### src/rtl/juego_pkg.sv
// rtl/juego_pkg.sv - shared states and cell/result encodings for the tic-tac-toe controller
package juego_pkg;

   typedef enum logic [1:0] {JUGANDO, EVALUAR, FIN} estado_t;

   localparam logic [1:0] VACIA  = 2'b00;
   localparam logic [1:0] J1     = 2'b01;
   localparam logic [1:0] J2     = 2'b10;

   localparam logic [1:0] NADIE  = 2'b00;
   localparam logic [1:0] GANA1  = 2'b01;
   localparam logic [1:0] GANA2  = 2'b10;
   localparam logic [1:0] EMPATE = 2'b11;

endpackage

### src/rtl/detector_flanco.sv
// rtl/detector_flanco.sv - registered rising-edge pulse from a synchronised button level
module detector_flanco (
   input  logic clk,
   input  logic boton_rst,
   input  logic level,
   output logic pulse
);

   logic level_q;

   // level_q resets high so a button held through reset release gives no pulse
   always_ff @(posedge clk or posedge boton_rst) begin
      if (boton_rst) begin
         level_q <= 1'b1;
         pulse   <= 1'b0;
      end else begin
         level_q <= level;
         pulse   <= level & ~level_q;
      end
   end

endmodule

### src/rtl/tablero_juego.sv
// rtl/tablero_juego.sv - N x N tic-tac-toe controller: board, cursor, turns, win/draw, restart
module tablero_juego
   import juego_pkg::*;
#(
   parameter int N = 3
) (
   input  logic                      clk,
   input  logic                      boton_rst,
   input  logic                      boton_Cuenta_Casilla,
   input  logic                      boton_Seleccionador,
   output logic [$clog2(N*N)-1:0]    cursor,
   output logic [2*N*N-1:0]          casillas,
   output logic                      turno,
   output logic [1:0]                gano,
   output logic                      fin,
   output logic                      escrito,
   output logic                      rechazo
);

   localparam int CELDAS = N * N;
   localparam int CW     = $clog2(CELDAS);
   localparam int JW     = $clog2(CELDAS + 1);
   localparam logic [CW-1:0] ULTIMA = CW'(CELDAS - 1);
   localparam logic [JW-1:0] TOTAL  = JW'(CELDAS);

   logic pulso_avz, pulso_sel;

   detector_flanco u_flanco_avz (
      .clk       (clk),
      .boton_rst (boton_rst),
      .level     (boton_Cuenta_Casilla),
      .pulse     (pulso_avz)
   );

   detector_flanco u_flanco_sel (
      .clk       (clk),
      .boton_rst (boton_rst),
      .level     (boton_Seleccionador),
      .pulse     (pulso_sel)
   );

   // True when every cell of some row, column or diagonal holds marca
   function automatic logic hay_linea(input logic [2*CELDAS-1:0] tab, input logic [1:0] marca);
      logic resultado, fila, columna, diag, anti;
      resultado = 1'b0;
      diag      = 1'b1;
      anti      = 1'b1;
      for (int r = 0; r < N; r++) begin
         fila    = 1'b1;
         columna = 1'b1;
         for (int c = 0; c < N; c++) begin
            if (tab[2*(r*N+c) +: 2] != marca) fila = 1'b0;
            if (tab[2*(c*N+r) +: 2] != marca) columna = 1'b0;
         end
         resultado = resultado | fila | columna;
         if (tab[2*(r*N+r) +: 2] != marca) diag = 1'b0;
         if (tab[2*(r*N+N-1-r) +: 2] != marca) anti = 1'b0;
      end
      return resultado | diag | anti;
   endfunction

   estado_t           estado, estado_d;
   logic [2*CELDAS-1:0] casillas_d;
   logic [CW-1:0]     cursor_d;
   logic [JW-1:0]     jugadas, jugadas_d;
   logic              turno_d, fin_d, escrito_d, rechazo_d;
   logic [1:0]        gano_d;
   logic [1:0]        marca;
   logic [CW:0]       base;

   // State and every output register; reset clears the whole game at once
   always_ff @(posedge clk or posedge boton_rst) begin
      if (boton_rst) begin
         estado   <= JUGANDO;
         casillas <= '0;
         cursor   <= '0;
         jugadas  <= '0;
         turno    <= 1'b0;
         gano     <= NADIE;
         fin      <= 1'b0;
         escrito  <= 1'b0;
         rechazo  <= 1'b0;
      end else begin
         estado   <= estado_d;
         casillas <= casillas_d;
         cursor   <= cursor_d;
         jugadas  <= jugadas_d;
         turno    <= turno_d;
         gano     <= gano_d;
         fin      <= fin_d;
         escrito  <= escrito_d;
         rechazo  <= rechazo_d;
      end
   end

   // Next game state: placing has priority over advancing, EVALUAR drops all pulses
   always_comb begin
      estado_d   = estado;
      casillas_d = casillas;
      cursor_d   = cursor;
      jugadas_d  = jugadas;
      turno_d    = turno;
      gano_d     = gano;
      escrito_d  = 1'b0;
      rechazo_d  = 1'b0;
      marca      = turno ? J2 : J1;
      base       = {cursor, 1'b0};
      case (estado)
         JUGANDO: begin
            if (pulso_sel) begin
               if (casillas[base +: 2] != VACIA) begin
                  rechazo_d = 1'b1;
               end else begin
                  casillas_d[base +: 2] = marca;
                  jugadas_d = jugadas + 1'b1;
                  escrito_d = 1'b1;
                  estado_d  = EVALUAR;
               end
            end else if (pulso_avz) begin
               cursor_d = (cursor == ULTIMA) ? '0 : cursor + 1'b1;
            end
         end
         EVALUAR: begin
            if (hay_linea(casillas, marca)) begin
               gano_d   = turno ? GANA2 : GANA1;
               estado_d = FIN;
            end else if (jugadas == TOTAL) begin
               gano_d   = EMPATE;
               estado_d = FIN;
            end else begin
               turno_d  = ~turno;
               estado_d = JUGANDO;
            end
         end
         FIN: begin
            if (pulso_sel) begin
               casillas_d = '0;
               jugadas_d  = '0;
               gano_d     = NADIE;
               cursor_d   = '0;
               turno_d    = 1'b0;
               estado_d   = JUGANDO;
            end
         end
         default: estado_d = JUGANDO;
      endcase
      fin_d = (estado_d == FIN);
   end

endmodule

### config.mk
export PLATFORM = sky130hd
export DESIGN_NAME = tablero_juego
export DESIGN_NICKNAME = d
export VERILOG_FILES = /design/src/rtl/juego_pkg.sv /design/src/rtl/detector_flanco.sv /design/src/rtl/tablero_juego.sv
export SDC_FILE = /design/constraint.sdc
export NUM_CORES = 1
export LEC_CHECK = 0
export CORE_UTILIZATION = 55
export DETAILED_ROUTE_END_ITERATION = 10
export PLACE_DENSITY_LB_ADDON = 0.05
export SYNTH_ARGS = -nofsm -noshare
export SYNTH_HDL_FRONTEND = slang
export SYNTH_HIERARCHICAL = 1
export SYNTH_SLANG_ARGS = --single-unit
export TNS_END_PERCENT = 30
### constraint.sdc
create_clock -name clk -period 3.1 [get_ports clk]
set_input_delay 0.465 -clock clk [delete_from_list [all_inputs] [get_ports clk]]
set_output_delay 0.465 -clock clk [all_outputs]
set_load 0.02 [all_outputs]
== After elaboration in Yosys (flattened, before gate mapping) ==
Cells that the tools add are included.

* Reductions and logical operators: 8
* Add/subtract/negate cells: 3
* Shifts and indexed selects: 3
* Equal/unequal tests: 22
* Mux-type cells: 63
* Bitwise operators: 12

{| class="wikitable"
|+ Operators by type and width
! kind !! number
|-
| $mux W18 || 3
|-
| $mux W1 || 38
|-
| $pmux W18 S2 || 1
|-
| $mux W4 || 6
|-
| $bwmux W18 || 1
|-
| $mux W2 || 9
|-
| $ne A2 B2 Y1 || 9
|-
| $shift A2 B7 Y18 const A || 1
|-
| $shiftx A18 B6 Y2 || 1
|-
| $shiftx A2 B7 Y18 || 1
|-
| $pmux W4 S2 || 2
|-
| $reduce_and A4 Y1 || 3
|-
| $add A4 B1 Y4 const B || 2
|-
| $eq A4 B4 Y1 const B || 2
|-
| $ne A2 B2 Y1 const B || 4
|-
| $neg A5 Y7 || 1
|-
| $or A1 B1 Y1 || 7
|-
| $ne A2 B1 Y1 const B || 3
|-
| $pmux W2 S3 || 1
|-
| $reduce_bool A2 Y1 || 3
|-
| $eq A2 B2 Y1 const B || 2
|-
| $pmux W2 S2 || 1
|-
| $ne A3 B3 Y1 const B || 1
|-
| $not A1 Y1 || 3
|-
| 5 further kinds || 6
|}

* Input port bits: 4
* Output and inout port bits: 28
* Register bits: 38
* Word-level logic and storage cells: 124

== Longest topological paths before layout ==
* Depth after elaboration: 16
* Mapped depth: 9
* Gate-level depth less buffers: 8

== By module ==
Netlist, hierarchy kept.

{| class="wikitable"
|+ Modules (own cells, without submodules)
! module !! area each (µm²) !! seq. area each (µm²) !! cells an instance !! times used
|-
| tablero_juego || 2230.9 || 850.8 || 244 || 1
|-
| detector_flanco || 68.8 || 51.3 || 4 || 2
|}

== Least setup slack after synthesis ==
No wires, ideal clock.

* Path type: flip-flop to flip-flop
* From: register cursor[0]
* To: register casillas[8]
* Data arrival time: 2.266 ns
* Data required time: 3.021 ns
* Clock period less this slack: 2.345 ns
* Library setup time: 0.079 ns
* Cell stages (with the launch flop): 10
* Setup slack: 0.755 ns
* Cells stage by stage: dfrtp_1 > buf_2 > inv_1 > ha_1 > nor2_1 > a21oi_1 > o32a_1 > or3_1 > nor2_1 > mux2i_1

* Word-level cells in the longest chain between the ends: 6

{| class="wikitable"
|+ RTL lines
! item !! line !! source
|-
| start, declared || tablero_juego.sv:11 || <nowiki>output logic [$clog2(N*N)-1:0] cursor,</nowiki>
|-
| start signal, assigned || tablero_juego.sv:86 || <nowiki>cursor <= cursor_d;</nowiki>
|-
| $neg A5 Y7 || tablero_juego.sv:114 || <nowiki>casillas_d[base +: 2] = marca;</nowiki>
|-
| $shiftx A2 B7 Y18 / $shift A2 B7 Y18 (equally long branches) || tablero_juego.sv:114 ||
|-
| $bwmux W18 || tablero_juego.sv:114 ||
|-
| $mux W18 || tablero_juego.sv:111 || <nowiki>if (casillas[base +: 2] != VACIA) begin</nowiki>
|-
| $mux W18 || tablero_juego.sv:110 || <nowiki>if (pulso_sel) begin</nowiki>
|-
| $pmux W18 S2 || tablero_juego.sv:108 || <nowiki>case (estado)</nowiki>
|-
| end signal, assigned || tablero_juego.sv:85 || <nowiki>casillas <= casillas_d;</nowiki>
|-
| end, declared || tablero_juego.sv:12 || <nowiki>output logic [2*N*N-1:0] casillas,</nowiki>
|}

Several ways; a longest one is shown, not always the timed one. The select of a mux whose other input is x is not followed.
A chain may end at the register's enable or synchronous reset.

== Final worst setup path ==
* From: register cursor[1]
* To: register casillas[8]

The elaborated chain is that of the path after synthesis.

==> flow_summary_export.csv <==
group,metric,value,unit
run_status,run_status,"completed",
pwr,power.leakage,1.14,nW
critical_path,end_kind,"flip-flop",
logic_synthesis,synth_warnings,6,
sta,skew,7.13,ps
sta,finalCritPeriodShare,75.6,%
logic_synthesis,synth_flop_cell,"dfrtp_1",
final_layout,antennaDiodeCount,0,
pwr,powerDensity,999,nW/um2
route,num_vias,2049,
cts,cts_sinks,38,
route,drt-vias-per-instance,6.13,
cts,insertion_delay,290,ps
cts,post_cts_resized,0,
logic_synthesis,netlist_instances,252,
cts,cts_hold_buf,0,
logic_synthesis,synth-seq-area-share,40.3,%
route,wl_per_cell,17.2,um
sta,rsz0062_at_grt,"no",
final_layout,drive_above_1_share,13.7,%
route,drt_iter0_markers,174,
sta,max_freq,0.427,GHz
floorplanning,die_h,67.6,um
pwr,p_seq_share,33.8,%
cts,cts_max_path_buffers,2,
sta,final_hold_viol_count,0,
cts,cts_tree,"done",
place,hpwl,4.27,mm
cts,htreeDepth,2,
logic_synthesis,synth_edf_count,0,
critical_path,crit_type,"reg -> reg",
grt,grt_max_degree,21,
logic_synthesis,synth_cell_types,58,
sta,tightest_slew,761,ps
floorplanning,start_util,58.4,%
final_layout,layout.nets,293,
pwr,p_comb_share,53.3,%
sta,post-route-min-period,2340,ps
sta,setup_viol,0,
logic_synthesis,syn_area_per_cell,9.40,um2
cts,numCtsBuffers,5,
place,gp_congestion,0.899,
pwr,vdd_drop_max,0.575,mV
place,port_buffers,31,
logic_synthesis,synthesis.area,2370,um2
floorplanning,die_area,4570,um2
pwr,p_clk_share,13.0,%
route,drc,0,
grt,grtUsageTotal,28.3,%
floorplanning,core_area,4060,um2
logic_synthesis,synthArstFlopShare,100,%
final_layout,final_util,68.7,%
pwr,switching_power,1.30,mW
critical_path,start_kind,"flip-flop",
floorplanning,fp.dieW,67.6,um
cts,path_clk_slew,80,ps
cts,postCtsSetupBuffers,0,
floorplanning,io_pins,32,
final_layout,area_growth,17.6,%
route,firstDrtPassIters,5,
floorplanning,rows,23,
grt,grt_pass1_vias,1873,
logic_synthesis,synthesis.nets,262,
job,cap_violations,0,
logic_synthesis,ys_ff_latch,38,
sta,drv_slew,0,
pwr,swShare,46.6,%
grt,grt_pass1_wl,9.44,mm
critical_path,crit_fanout,8,
sta,slew_headroom,49.2,%
grt,overflow,0,
sta,setup_tns,0,ps
route,wirelength,5.75,mm
grt,antenna_found_initial,0,
route,antenna_left,0,
critical_path,worstPathRequired,3320,ps
critical_path,crit_arrival,2560,ps
cts,cts-root-buf,"clkbuf_8",
pwr,p_int,1.49,mW
hold_path,hp-class,"in -> async",
-- layer usage --
metal | share of wire [%] | wire length, um | up-vias | GRT usage [%]
li1 | - | - | 987 | -
met1 | 44 | 2550 | 963 | 39.2
met2 | 46 | 2650 | 91 | 43.9
met5 | 0 | 0 | - | 0
met3 | 7.9 | 457 | 8 | 6.08
met4 | 1.5 | 89 | 0 | 8.24
-- final timing paths --
| kind | cells past startpoint | slack, ps | start | to |
|---|---|---|---|---|
| worst max-delay path | 8 | 760 | cursor[1] | casillas[8] |
| worst min-delay path | 2 | 380 | boton_rst | u_flanco_avz/pulse |
| worst max register to register | 8 | 760 | cursor[1] | casillas[8] |
| worst min register to register | 1 | 500 | u_flanco_sel/level_q | u_flanco_sel/pulse |
| max in group asynchronous | 3 | 1710 | boton_rst | cursor[2] |
| min in group clk | 1 | 500 | u_flanco_sel/level_q | u_flanco_sel/pulse |
-- logic make-up (layout without fill, tap and decap cells) --
family | after synthesis | count (layout) | share of synthesized area, %
flip-flops | 38 | 38 | 40.3
adder cells (fa/ha/maj) | 6 | 6 | 3.17
buffers and inverters | 26 | 58 | 5.92
AND/OR/NAND/NOR | 99 | 99 | 23.2
AO/OA/AOI/OAI | 78 | 78 | 25.3
multiplexers | 5 | 5 | 2.11
-- power groups by stage --
stage | Clock [mW] | Sequential [mW] | Combinational [mW]
global placement | 0 | 0.944 | 1.47
global route | 0.383 | 0.973 | 1.62
floorplan | 0 | 1.01 | 0.903
CTS | 0.366 | 0.939 | 1.48
detailed placement | 0 | 0.948 | 1.47
finish | 0.361 | 0.940 | 1.48
-- metrics by stage --
step,cell area [um2],worst slack (ps),std cells,hold WS [ps],total power [mW]
floorplan,2370,755,252,205,1.91
global placement,2690,848,326,482,2.41
detailed placement,2690,826,326,478,2.42
CTS,2790,793,334,380,2.78
global route,2790,561,334,390,2.98
finish,2790,756,334,382,2.78
-- synthesized netlist by cell type, types with 2 or more instances --
library cell | number | area (um2)
dfrtp_1 | 36 | 901
nor2_1 | 26 | 97.6
nand2_1 | 22 | 82.6
o21ai_0 | 14 | 70.1
inv_1 | 13 | 48.8
a21oi_1 | 9 | 45.0
nand3_1 | 9 | 45.0
o31ai_1 | 9 | 67.6
o22ai_1 | 8 | 50.1
a32o_1 | 6 | 60.1
ha_1 | 6 | 75.1
o211ai_1 | 6 | 45.0
buf_2 | 5 | 25.0
mux2i_1 | 5 | 50.1
nand2b_1 | 5 | 31.3
a22o_1 | 4 | 35.0
nand3b_1 | 4 | 30.0
or2b_2 | 4 | 35.0
a32oi_1 | 3 | 26.3
buf_6 | 3 | 33.8
nor3_1 | 3 | 15.0
nor3b_1 | 3 | 22.5
or3b_2 | 3 | 26.3
a211oi_2 | 2 | 25.0
a21o_1 | 2 | 15.0
clkbuf_1 | 2 | 7.51
dfstp_2 | 2 | 52.6
nand4_1 | 2 | 12.5
nor2b_1 | 2 | 12.5
nor2b_4 | 2 | 27.5
o21ai_1 | 2 | 10.0
o221ai_1 | 2 | 17.5
o2bb2ai_1 | 2 | 17.5
or3_1 | 2 | 12.5
-- critical path: stages (launching register included) --
cell     delay, ps
dfrtp_1        520
inv_1          150
ha_1           300
nor2_1         270
a21oi_1        110
o32a_1         210
or3_1          360
nor2_1         150
mux2i_1        190
-- cell usage in the layout, fill, tap and decap left out, drive strengths merged, types with 4 or more instances in the layout --
cell	n
a22o	4
nor2b	5
o31ai	9
mux2i	5
clkdlybuf4s50	31
nand3b	4
a21oi	9
o211ai	6
o21ai	16
ha	6
nor3	4
inv	14
o22ai	9
nor2	26
nand3	10
clkbuf	6
nand2	23
nand2b	5
buf	5
a32o	6
dfrtp	36
or2b	4
-- sequential cells by signal, summed over array words and instances (netlist names) --
name,count
jugadas,4
rechazo,1
cursor,4
u_flanco_sel/pulse,1
u_flanco_avz/level_q,1
u_flanco_sel/level_q,1
escrito,1
gano,2
fin,1
casillas,18
turno,1
u_flanco_avz/pulse,1
estado,2
-- area by class of cell --
class | instances | area (um2)
timing repair buffer | 36 | 348
tap | 50 | 62.6
clock inverter | 2 | 12.5
multi-input combinational | 188 | 1270
inverter | 14 | 52.6
clock buffer | 6 | 82.6
fill | 332 | 1270
sequential | 38 | 953
No activity file was read; power rests on OpenSTA's default activity.
